File: src/rtl/hgame_pkg.sv
// rtl/hgame_pkg.sv - shared state encoding and popcount helper for hgame_multi
package hgame_pkg;

    typedef enum logic [1:0] {
        IDLE   = 2'd0,
        WAIT   = 2'd1,
        RESULT = 2'd2
    } state_t;

    localparam int MAX_N = 8;

    // Counts the set bits of x[w-1:0]; callers zero-extend narrower vectors.
    function automatic logic [3:0] popcount(input logic [MAX_N-1:0] x, input int w);
        logic [3:0] cnt;
        cnt = '0;
        for (int i = 0; i < MAX_N; i++) begin
            if (i < w) begin
                cnt = cnt + 4'(x[i]);
            end
        end
        return cnt;
    endfunction

endpackage

File: src/rtl/hgame_score.sv
// rtl/hgame_score.sv - N saturating per-player win counters
module hgame_score #(
    parameter int N  = 3,
    parameter int SW = 8
) (
    input  logic            i_clk,
    input  logic            i_clr,
    input  logic [N-1:0]    i_inc,
    output logic [N*SW-1:0] o_score
);

    logic [N*SW-1:0] r_score;

    always_ff @(posedge i_clk) begin
        if (i_clr) begin
            r_score <= '0;
        end else begin
            for (int i = 0; i < N; i++) begin
                if (i_inc[i] && (r_score[i*SW +: SW] != {SW{1'b1}})) begin
                    r_score[i*SW +: SW] <= r_score[i*SW +: SW] + SW'(1);
                end
            end
        end
    end

    assign o_score = r_score;

endmodule

File: src/rtl/hgame_multi.sv
// rtl/hgame_multi.sv - multi-player reaction game judge with hold, timeout and scoring
module hgame_multi
    import hgame_pkg::*;
#(
    parameter int N       = 3,
    parameter int HOLD    = 1,
    parameter int TIMEOUT = 0,
    parameter int SW      = 8
) (
    input  logic            CLK,
    input  logic            RST,
    input  logic [N-1:0]    PRESS,
    output logic [N-1:0]    DISP,
    output logic [N-1:0]    WINNER,
    output logic            WIN_VALID,
    output logic            DRAW,
    output logic            TMO,
    output logic [N*SW-1:0] SCORE
);

    if (N < 2 || N > MAX_N) begin : g_bad_n
        $error("hgame_multi: N must be in 2..8");
    end
    if (HOLD < 1 || HOLD > 255) begin : g_bad_hold
        $error("hgame_multi: HOLD must be in 1..255");
    end
    if (TIMEOUT < 0) begin : g_bad_timeout
        $error("hgame_multi: TIMEOUT must be non-negative");
    end
    if (SW < 1) begin : g_bad_sw
        $error("hgame_multi: SW must be at least 1");
    end

    localparam int CNT_W = (TIMEOUT > 1) ? $clog2(TIMEOUT) : 1;
    localparam logic [CNT_W-1:0] TMO_LAST  = CNT_W'((TIMEOUT > 0) ? TIMEOUT - 1 : 0);
    localparam logic [7:0]       HOLD_LAST = 8'(HOLD - 1);

    state_t             r_state, w_state_n;
    logic [N-1:0]       r_f, w_f_n;
    logic [CNT_W-1:0]   r_cnt, w_cnt_n;
    logic [7:0]         r_hold, w_hold_n;
    logic [N-1:0]       r_disp, w_disp_n;
    logic [N-1:0]       r_winner, w_winner_n;
    logic               r_valid, w_valid_n;
    logic               r_draw, w_draw_n;
    logic               r_tmo, w_tmo_n;
    logic [N-1:0]       w_inc;
    logic [N-1:0]       w_new;
    logic [MAX_N-1:0]   w_press_x, w_new_x;
    logic [3:0]         w_pc_press, w_pc_new;

    assign w_new = PRESS & ~r_f;

    always_comb begin
        w_press_x = '0;
        w_new_x   = '0;
        w_press_x[N-1:0] = PRESS;
        w_new_x[N-1:0]   = w_new;
    end

    assign w_pc_press = popcount(w_press_x, N);
    assign w_pc_new   = popcount(w_new_x, N);

    always_comb begin
        w_state_n  = r_state;
        w_f_n      = r_f;
        w_cnt_n    = r_cnt;
        w_hold_n   = r_hold;
        w_disp_n   = r_disp;
        w_winner_n = r_winner;
        w_valid_n  = 1'b0;
        w_draw_n   = r_draw;
        w_tmo_n    = r_tmo;
        w_inc      = '0;
        case (r_state)
            IDLE: begin
                w_winner_n = '0;
                w_draw_n   = 1'b0;
                w_tmo_n    = 1'b0;
                if (PRESS != '0) begin
                    w_disp_n = PRESS;
                end
                if (w_pc_press == 4'(N)) begin
                    w_state_n  = RESULT;
                    w_hold_n   = HOLD_LAST;
                    w_winner_n = '1;
                    w_draw_n   = 1'b1;
                    w_valid_n  = 1'b1;
                end else if (w_pc_press == 4'(N - 1)) begin
                    w_state_n  = RESULT;
                    w_hold_n   = HOLD_LAST;
                    w_winner_n = ~PRESS;
                    w_valid_n  = 1'b1;
                    w_inc      = ~PRESS;
                end else if (w_pc_press != 4'd0) begin
                    w_state_n = WAIT;
                    w_f_n     = PRESS;
                    w_cnt_n   = '0;
                end
            end
            WAIT: begin
                if (PRESS != '0) begin
                    w_disp_n = PRESS;
                end
                if (w_new != '0) begin
                    // A lone late presser joins the first group; a multi-press tie loses to it.
                    w_state_n  = RESULT;
                    w_hold_n   = HOLD_LAST;
                    w_winner_n = (w_pc_new == 4'd1) ? (r_f | w_new) : r_f;
                    w_valid_n  = 1'b1;
                    w_inc      = (w_pc_new == 4'd1) ? (r_f | w_new) : r_f;
                end else if (TIMEOUT > 0) begin
                    if (r_cnt == TMO_LAST) begin
                        w_state_n  = RESULT;
                        w_hold_n   = HOLD_LAST;
                        w_winner_n = r_f;
                        w_tmo_n    = 1'b1;
                        w_valid_n  = 1'b1;
                        w_inc      = r_f;
                    end else begin
                        w_cnt_n = r_cnt + CNT_W'(1);
                    end
                end
            end
            RESULT: begin
                if (r_hold == 8'd0) begin
                    w_state_n  = IDLE;
                    w_disp_n   = '0;
                    w_winner_n = '0;
                    w_draw_n   = 1'b0;
                    w_tmo_n    = 1'b0;
                end else begin
                    w_hold_n = r_hold - 8'd1;
                end
            end
            default: begin
                w_state_n = IDLE;
            end
        endcase
    end

    always_ff @(posedge CLK) begin
        if (RST) begin
            r_state  <= IDLE;
            r_f      <= '0;
            r_cnt    <= '0;
            r_hold   <= '0;
            r_disp   <= '0;
            r_winner <= '0;
            r_valid  <= 1'b0;
            r_draw   <= 1'b0;
            r_tmo    <= 1'b0;
        end else begin
            r_state  <= w_state_n;
            r_f      <= w_f_n;
            r_cnt    <= w_cnt_n;
            r_hold   <= w_hold_n;
            r_disp   <= w_disp_n;
            r_winner <= w_winner_n;
            r_valid  <= w_valid_n;
            r_draw   <= w_draw_n;
            r_tmo    <= w_tmo_n;
        end
    end

    hgame_score #(
        .N  (N),
        .SW (SW)
    ) u_score (
        .i_clk   (CLK),
        .i_clr   (RST),
        .i_inc   (w_inc),
        .o_score (SCORE)
    );

    assign DISP      = r_disp;
    assign WINNER    = r_winner;
    assign WIN_VALID = r_valid;
    assign DRAW      = r_draw;
    assign TMO       = r_tmo;

endmodule

File: config.mk
export PLATFORM = sky130hd
export DESIGN_NAME = hgame_multi
export DESIGN_NICKNAME = d
export VERILOG_FILES = /design/src/rtl/hgame_pkg.sv /design/src/rtl/hgame_score.sv /design/src/rtl/hgame_multi.sv
export SDC_FILE = /design/constraint.sdc
export NUM_CORES = 1
export LEC_CHECK = 0
export CAP_MARGIN = 0
export CELL_PAD_IN_SITES_DETAIL_PLACEMENT = 0
export CELL_PAD_IN_SITES_GLOBAL_PLACEMENT = 1
export CORE_MARGIN = 4
export CORE_UTILIZATION = 40
export CTS_CLUSTER_DIAMETER = 50
export DETAILED_ROUTE_END_ITERATION = 6
export PLACE_DENSITY_LB_ADDON = 0.1
export RECOVER_POWER = 100
export REMOVE_ABC_BUFFERS = 1
export SLEW_MARGIN = 20
export SYNTH_ARGS = -nofsm -noshare
export SYNTH_HDL_FRONTEND = slang
export SYNTH_SLANG_ARGS = --single-unit
export TNS_END_PERCENT = 50
File: constraint.sdc
create_clock -name CLK -period 3.09 [get_ports CLK]
set_clock_uncertainty 0.15 [all_clocks]
set_input_delay 0.4635 -clock CLK [delete_from_list [all_inputs] [get_ports CLK]]
set_output_delay 0.4635 -clock CLK [all_outputs]
set_load 0.02 [all_outputs]
---- After elaboration in Yosys (flattened, before gate mapping) ----
Cells that the tools add are included.
word-level totals
  flip-flop bits (word level) ............. 46
  output and inout port bits .............. 33
  input bits .............................. 5
cells by class
  reductions and logical operators ........ 18
  add/subtract/negate cells ............... 8
  equal/unequal tests ..................... 14
  muxes and demuxes ....................... 30
  bitwise logic cells ..................... 6
operators by type and width
  cell                 count
  $mux 8               4
  $add 8x1->8 const B  3
  $mux 3               8
  $ne 8x8->1 const B   3
  $pmux 8 s3           1
  $pmux 3 s2           2
  $mux 2               5
  $pmux 3 s3           1
  $reduce_and 3->1     3
  $reduce_bool 3->1    3
  $logic_not 8->1      1
  $reduce_and 4->1     2
  $sub 8x1->8 const B  1
  $add 2x1->3          2
  $eq 3x2->1 const B   2
  $ne 2x2->1 const B   3
  $not 3->3            2
  $pmux 1 s2           3
  $pmux 2 s3           1
  $mux 1               5
  $add 1x1->2          2
  $ne 4x4->1 const B   1
  $reduce_bool 2->1    2
  $reduce_bool 4->1    1
  other kinds (12)     15

---- Logic depth before layout (Yosys ltp) ----
Gate-level depths: netlist of the first run.
  depth after elaboration ................. 9
  depth in mapped cells ................... 9
  gate-level depth less buffers ........... 8

---- By module ----
Synthesis of the first run repeated with hierarchy kept, for this count alone.
unflattened totals
  cells, all modules ...................... 306
  area total of the unflattened synthesis .. 2651.3 um2
modules (own cells, without submodules)
  module       area each (um2)  seq. area each (um2)  cells each  instances
  hgame_multi  1401.3           420.4                 172         1
  hgame_score  1249.9           480.5                 134         1

---- Worst setup path after synthesis of the first run ----
No wires, ideal clock.
  path type ............................... input port to flip-flop
  start point ............................. input port PRESS[1]
  end point ............................... register u_score.r_score[4] (netlist: u_score.o_score[4])
  setup slack ............................. 0.455 ns
  cell stages on the path ................. 9
  arrival ................................. 2.415 ns
  data required time ...................... 2.870 ns
  cell sequence ........................... nand2b_1 > inv_1 > fa_1 > nor2b_1 > a21oi_1 > o22a_1 > buf_6 > or4_1 > a21oi_1
on the way
  word-level cells in the longest chain between the ends .. 8
  elaborated cells on any way between the ends .. 15
  those cells by class .................... add/sub: 4; eq/ne: 3; mux: 5; bitwise: 1; reduce/logical: 2
RTL lines
  element                        RTL line            RTL
  start, declared                hgame_multi.sv:12   input logic [N-1:0] PRESS,
  $and 3x3->3                    hgame_multi.sv:52   assign w_new = PRESS & ~r_f;
  $add 1x1->2                    hgame_pkg.sv:18     cnt = cnt + 4'(x[i]);
  $add 2x1->3                    hgame_pkg.sv:18
  $eq 3x1->1                     hgame_multi.sv:111  w_inc = (w_pc_new == 4'd1) ? (r_f | w_new) : r_f;
  $mux 3                         hgame_multi.sv:111
  $mux 3                         hgame_multi.sv:105  if (w_new != '0) begin
  $pmux 3 s2 (*)                 hgame_multi.sv:75   case (r_state)
  $logic_and 1x1->1 (*)          hgame_score.sv:19   if (i_inc[i] && (r_score[i*SW +: SW] != {SW{1'b1}})) begin
  end signal, assigned by index  hgame_score.sv:20   r_score[i*SW +: SW] <= r_score[i*SW +: SW] + SW'(1);
  end, declared                  hgame_score.sv:12   logic [N*SW-1:0] r_score;
Mark *: on every way between the ends. The rest lies on a longest branch, timed or not.
A chain may end at the register's enable or synchronous reset.

---- Final worst setup path of the first run ----
  start point ............................. input port PRESS[0]
  end point ............................... register u_score.r_score[20] (netlist: u_score.o_score[20])
The elaborated chain is that of the path after synthesis.

==> results of run 1 <==
## worst register-to-register path, cell delays in order, from the launching register on
cell	delay [ns]
dfxtp_1	0.37
nand2b_1	0.16
inv_1	0.08
fa_1	0.52
nor2b_2	0.22
a21oi_1	0.15
a211oi_1	0.37
and3_1	0.22
mux2_2	0.32
## layer usage
layer / vias up / GRT usage
li1: 1174 / -
met4: 0 / 0.0482
met3: 5 / 0.0295
met1: 1028 / 0.221
met5: - / 0
met2: 43 / 0.228
## per-stage QoR
stage / util / setup WS [ns]
floorplan: - / 0.486
global placement: 0.508 / -0.211
detailed placement: 0.508 / -0.246
CTS: 0.522 / 0.0587
global route: 0.519 / 0.0224
finish: 0.519 / 0.163
## flip-flops by register name (all words and copies together), names as in the netlist
name / count
r_state: 2
r_f: 3
WIN_VALID: 1
DRAW: 1
DISP: 3
u_score.o_score: 24
WINNER: 3
r_hold: 8
## report_power, final
group	leakage (nW)	internal [W]	switching (W)	total, W
clock network	0.0385	0.000160	0.000197	0.000357
registers	0.366	0.000682	0.0000921	0.000774
logic	0.840	0.000431	0.000542	0.000973
total	1.24	0.00127	0.000831	0.00210
## cell type report
class	count	area, um^2
Fill cell	584	2860
Clock buffer	7	76.3
Timing Repair Buffer	55	500
Inverter	13	48.8
Tap cell	75	93.8
Sequential cell	45	901
Multi-Input combinational cell	224	1470
Clock inverter	1	7.51
## how the worst min path moves through the flow
stage | start | end | slack [ns] | depth (start not counted)
CTS | DISP[0] | DISP[0] | 0.34 | 1
finish | DISP[0] | DISP[0] | 0.33 | 1
detailed placement | DISP[0] | DISP[0] | 0.31 | 1
global route | DISP[0] | DISP[0] | 0.36 | 1
floorplan | r_f[0] | r_f[0] | 0.32 | 2
global placement | DISP[2] | DISP[2] | 0.31 | 1
## cells by family after synthesis
family,share of synthesized area
AOI/OAI and AO/OA,0.177
xor gates and xnor gates,0.0284
adders and majority gates,0.0618
buffers and inverters,0.0410
DFF,0.365
muxes,0.0390
other,0.00152
and+or+nand+nor,0.287
## Yosys cell counts (2+ instances only)
master	count	area share
o22a_1	2	0.0071
mux2i_1	4	0.016
a22o_1	3	0.011
dfxtp_1	45	0.36
nand2b_1	10	0.025
and4bb_2	2	0.010
xnor2_1	3	0.011
clkbuf_1	9	0.014
nor3_1	16	0.032
or3_1	6	0.015
or4_1	7	0.021
nand3_1	11	0.022
a211oi_1	5	0.015
and4b_1	2	0.0081
inv_1	11	0.017
a21oi_1	28	0.057
nand2_1	13	0.020
o31ai_1	3	0.0091
mux2_2	5	0.023
a31oi_1	2	0.0051
nor2_1	26	0.039
inv_2	2	0.0030
and3_1	9	0.023
o22ai_1	3	0.0076
nor2b_1	7	0.018
o21ai_0	9	0.018
a41oi_1	2	0.0071
nand4_1	6	0.015
xor2_1	5	0.018
nor3b_1	2	0.0061
ha_1	9	0.046
fa_1	2	0.016
## what timing repair did
item,CTS,global route
gates resized for setup,0,2
hold buffers,0,0
endpoints found under the hold margin,0,0
endpoints found under the setup margin,0,8
==> flow_summary.yaml, run 1 <==
floorplan:
  io_pins: 38
  dieArea_um2: 7500
  core_um2: 5960
  start_util: 0.415
  die_y_um: 86.6
  rows: 28
  die_w_um: 86.6
timing:
  max_freq_mhz: 342
  holdWs_ns: 0.326
  setup_viol_count_final: 0
  tightest_slew_ns: 0.509
  grt_setup_unrepaired: "false"
  slew_viol_final: 0
  setup_tns_ns: 0
  finalCriticalPeriod_ns: 2.93
  max_slew_margin: 0.658
  finalCritPeriodShare: 0.947
  hold_violations: 0
route:
  drtAntennaViolNets: 0
  vias: 2250
  drt_wl_total_um: 5480
  wl_per_cell_um: 13.0
  wl_met3_um: 212
  route.detailed.drc: 0
  drtIter0Drc: 89
  avgViaCountPerCell: 5.36
  top_layer_used: "met4"
  m1WireLength_um: 2870
  met2WireLength_um: 2350
  firstDrtPassIters: 4
cts:
  clkLatencyLatePin_ns: 0.29
  cts_root_buf: "clkbuf_8"
  cts.clk_slew.worst_paths_ns: 0.08
  tritoncts: "built"
  cts.sinks: 45
  htree_levels: 2
  cts_buffer_depth: 2
  cts_made_buffers: 5
  postCtsSetupRepairBufs: 0
yosys:
  synth_seq_cells: 45
  ys_async_sr_fraction: 0
  ys_warn_count: 0
  synth_edf_count: 0
  syn_avg_cell_area_um2: 8.43
  ys_seq_area_frac: 0.365
  netlist_instances: 293
  synth.distinct_cells: 56
  synth_area_um2: 2470
  ys.flop_type: "dfxtp_1"
final_layout:
  design_area_um2: 3090
  layout_commonest_cell: "dfxtp_1"
  final_cells: 420
  fin_nets: 360
  layout_common_cells: "dfxtp_1, dlygate4sd3_1, a21oi_1, nor2_1, nor3_1"
  layout-area-overhead-vs-synth_pct: 25.2
  drive_gt1_frac: 0.104
  antennaDiodeCount: 0
status:
  outcome: "finished, final reports clean"
global_route:
  grt_max_degree: 52
  grt_usage: 0.153
  gr-total-overflow: 0
  grt_pass1_wl_um: 9480
  grt_pass1_vias: 2083
  antenna_found_initial: 0
critical_path:
  required_ns: 3.13
  cp_max_fo: 5
  r2r_slack_ns: 0.42
  crit_start: "PRESS[0]"
  slowest_delay_ns: 0.51
  crit_cells: 9
  endpoint: "u_score.o_score[20]"
  worstReg2RegStart: "r_f[1]"
  path_cells: "clkdlybuf4s50_1 -> nand2b_1 -> inv_2 -> fa_1 -> nor2b_2 -> a21oi_1 -> a211oi_1 -> and3_1 -> mux2_2"
  critical-path-top-delay-family: "simple AND/OR/NAND/NOR gates"
  r2r_cells: 8
  critical_path_class: "input port to flop"
  end_kind: "flop"
  arrival_ns: 2.97
  crit_slowest_cell: "clkdlybuf4s50_1"
  r2r_end: "u_score.o_score[20]"
  critPathBufInv: 2
  cp-start-kind: "input port"
placed_design:
  placedInstanceArea_um2: 3030
  dpl.hpwl_um: 3940
  place_inst: 412
  numPortBuffers: 36
  gp_congestion: 0.820
pwr:
  powerDensity_nw_per_um2: 680
  leakagePower_nw: 1.24
  vdd_drop_max_mv: 0.339
  total_power_w: 0.00210
worst_hold_path:
  worst_hold_path_type: "flop to flop"
run:
  maxCapViolations: 0
Power figures use the tool's default switching activity.
==> inputs of run 2 (changes only) <==
--- a/constraint.sdc
+++ b/constraint.sdc
@@ -4,2 +4,2 @@
 set_output_delay 0.4635 -clock CLK [all_outputs]
-set_load 0.02 [all_outputs]
+set_load 0.01 [all_outputs]
==> results of run 2 <==
Same layout as run 1 (identical final DEF). Status: finished, final reports clean.
Main changes from that run: total power 0.00210 W -> 0.00207 W
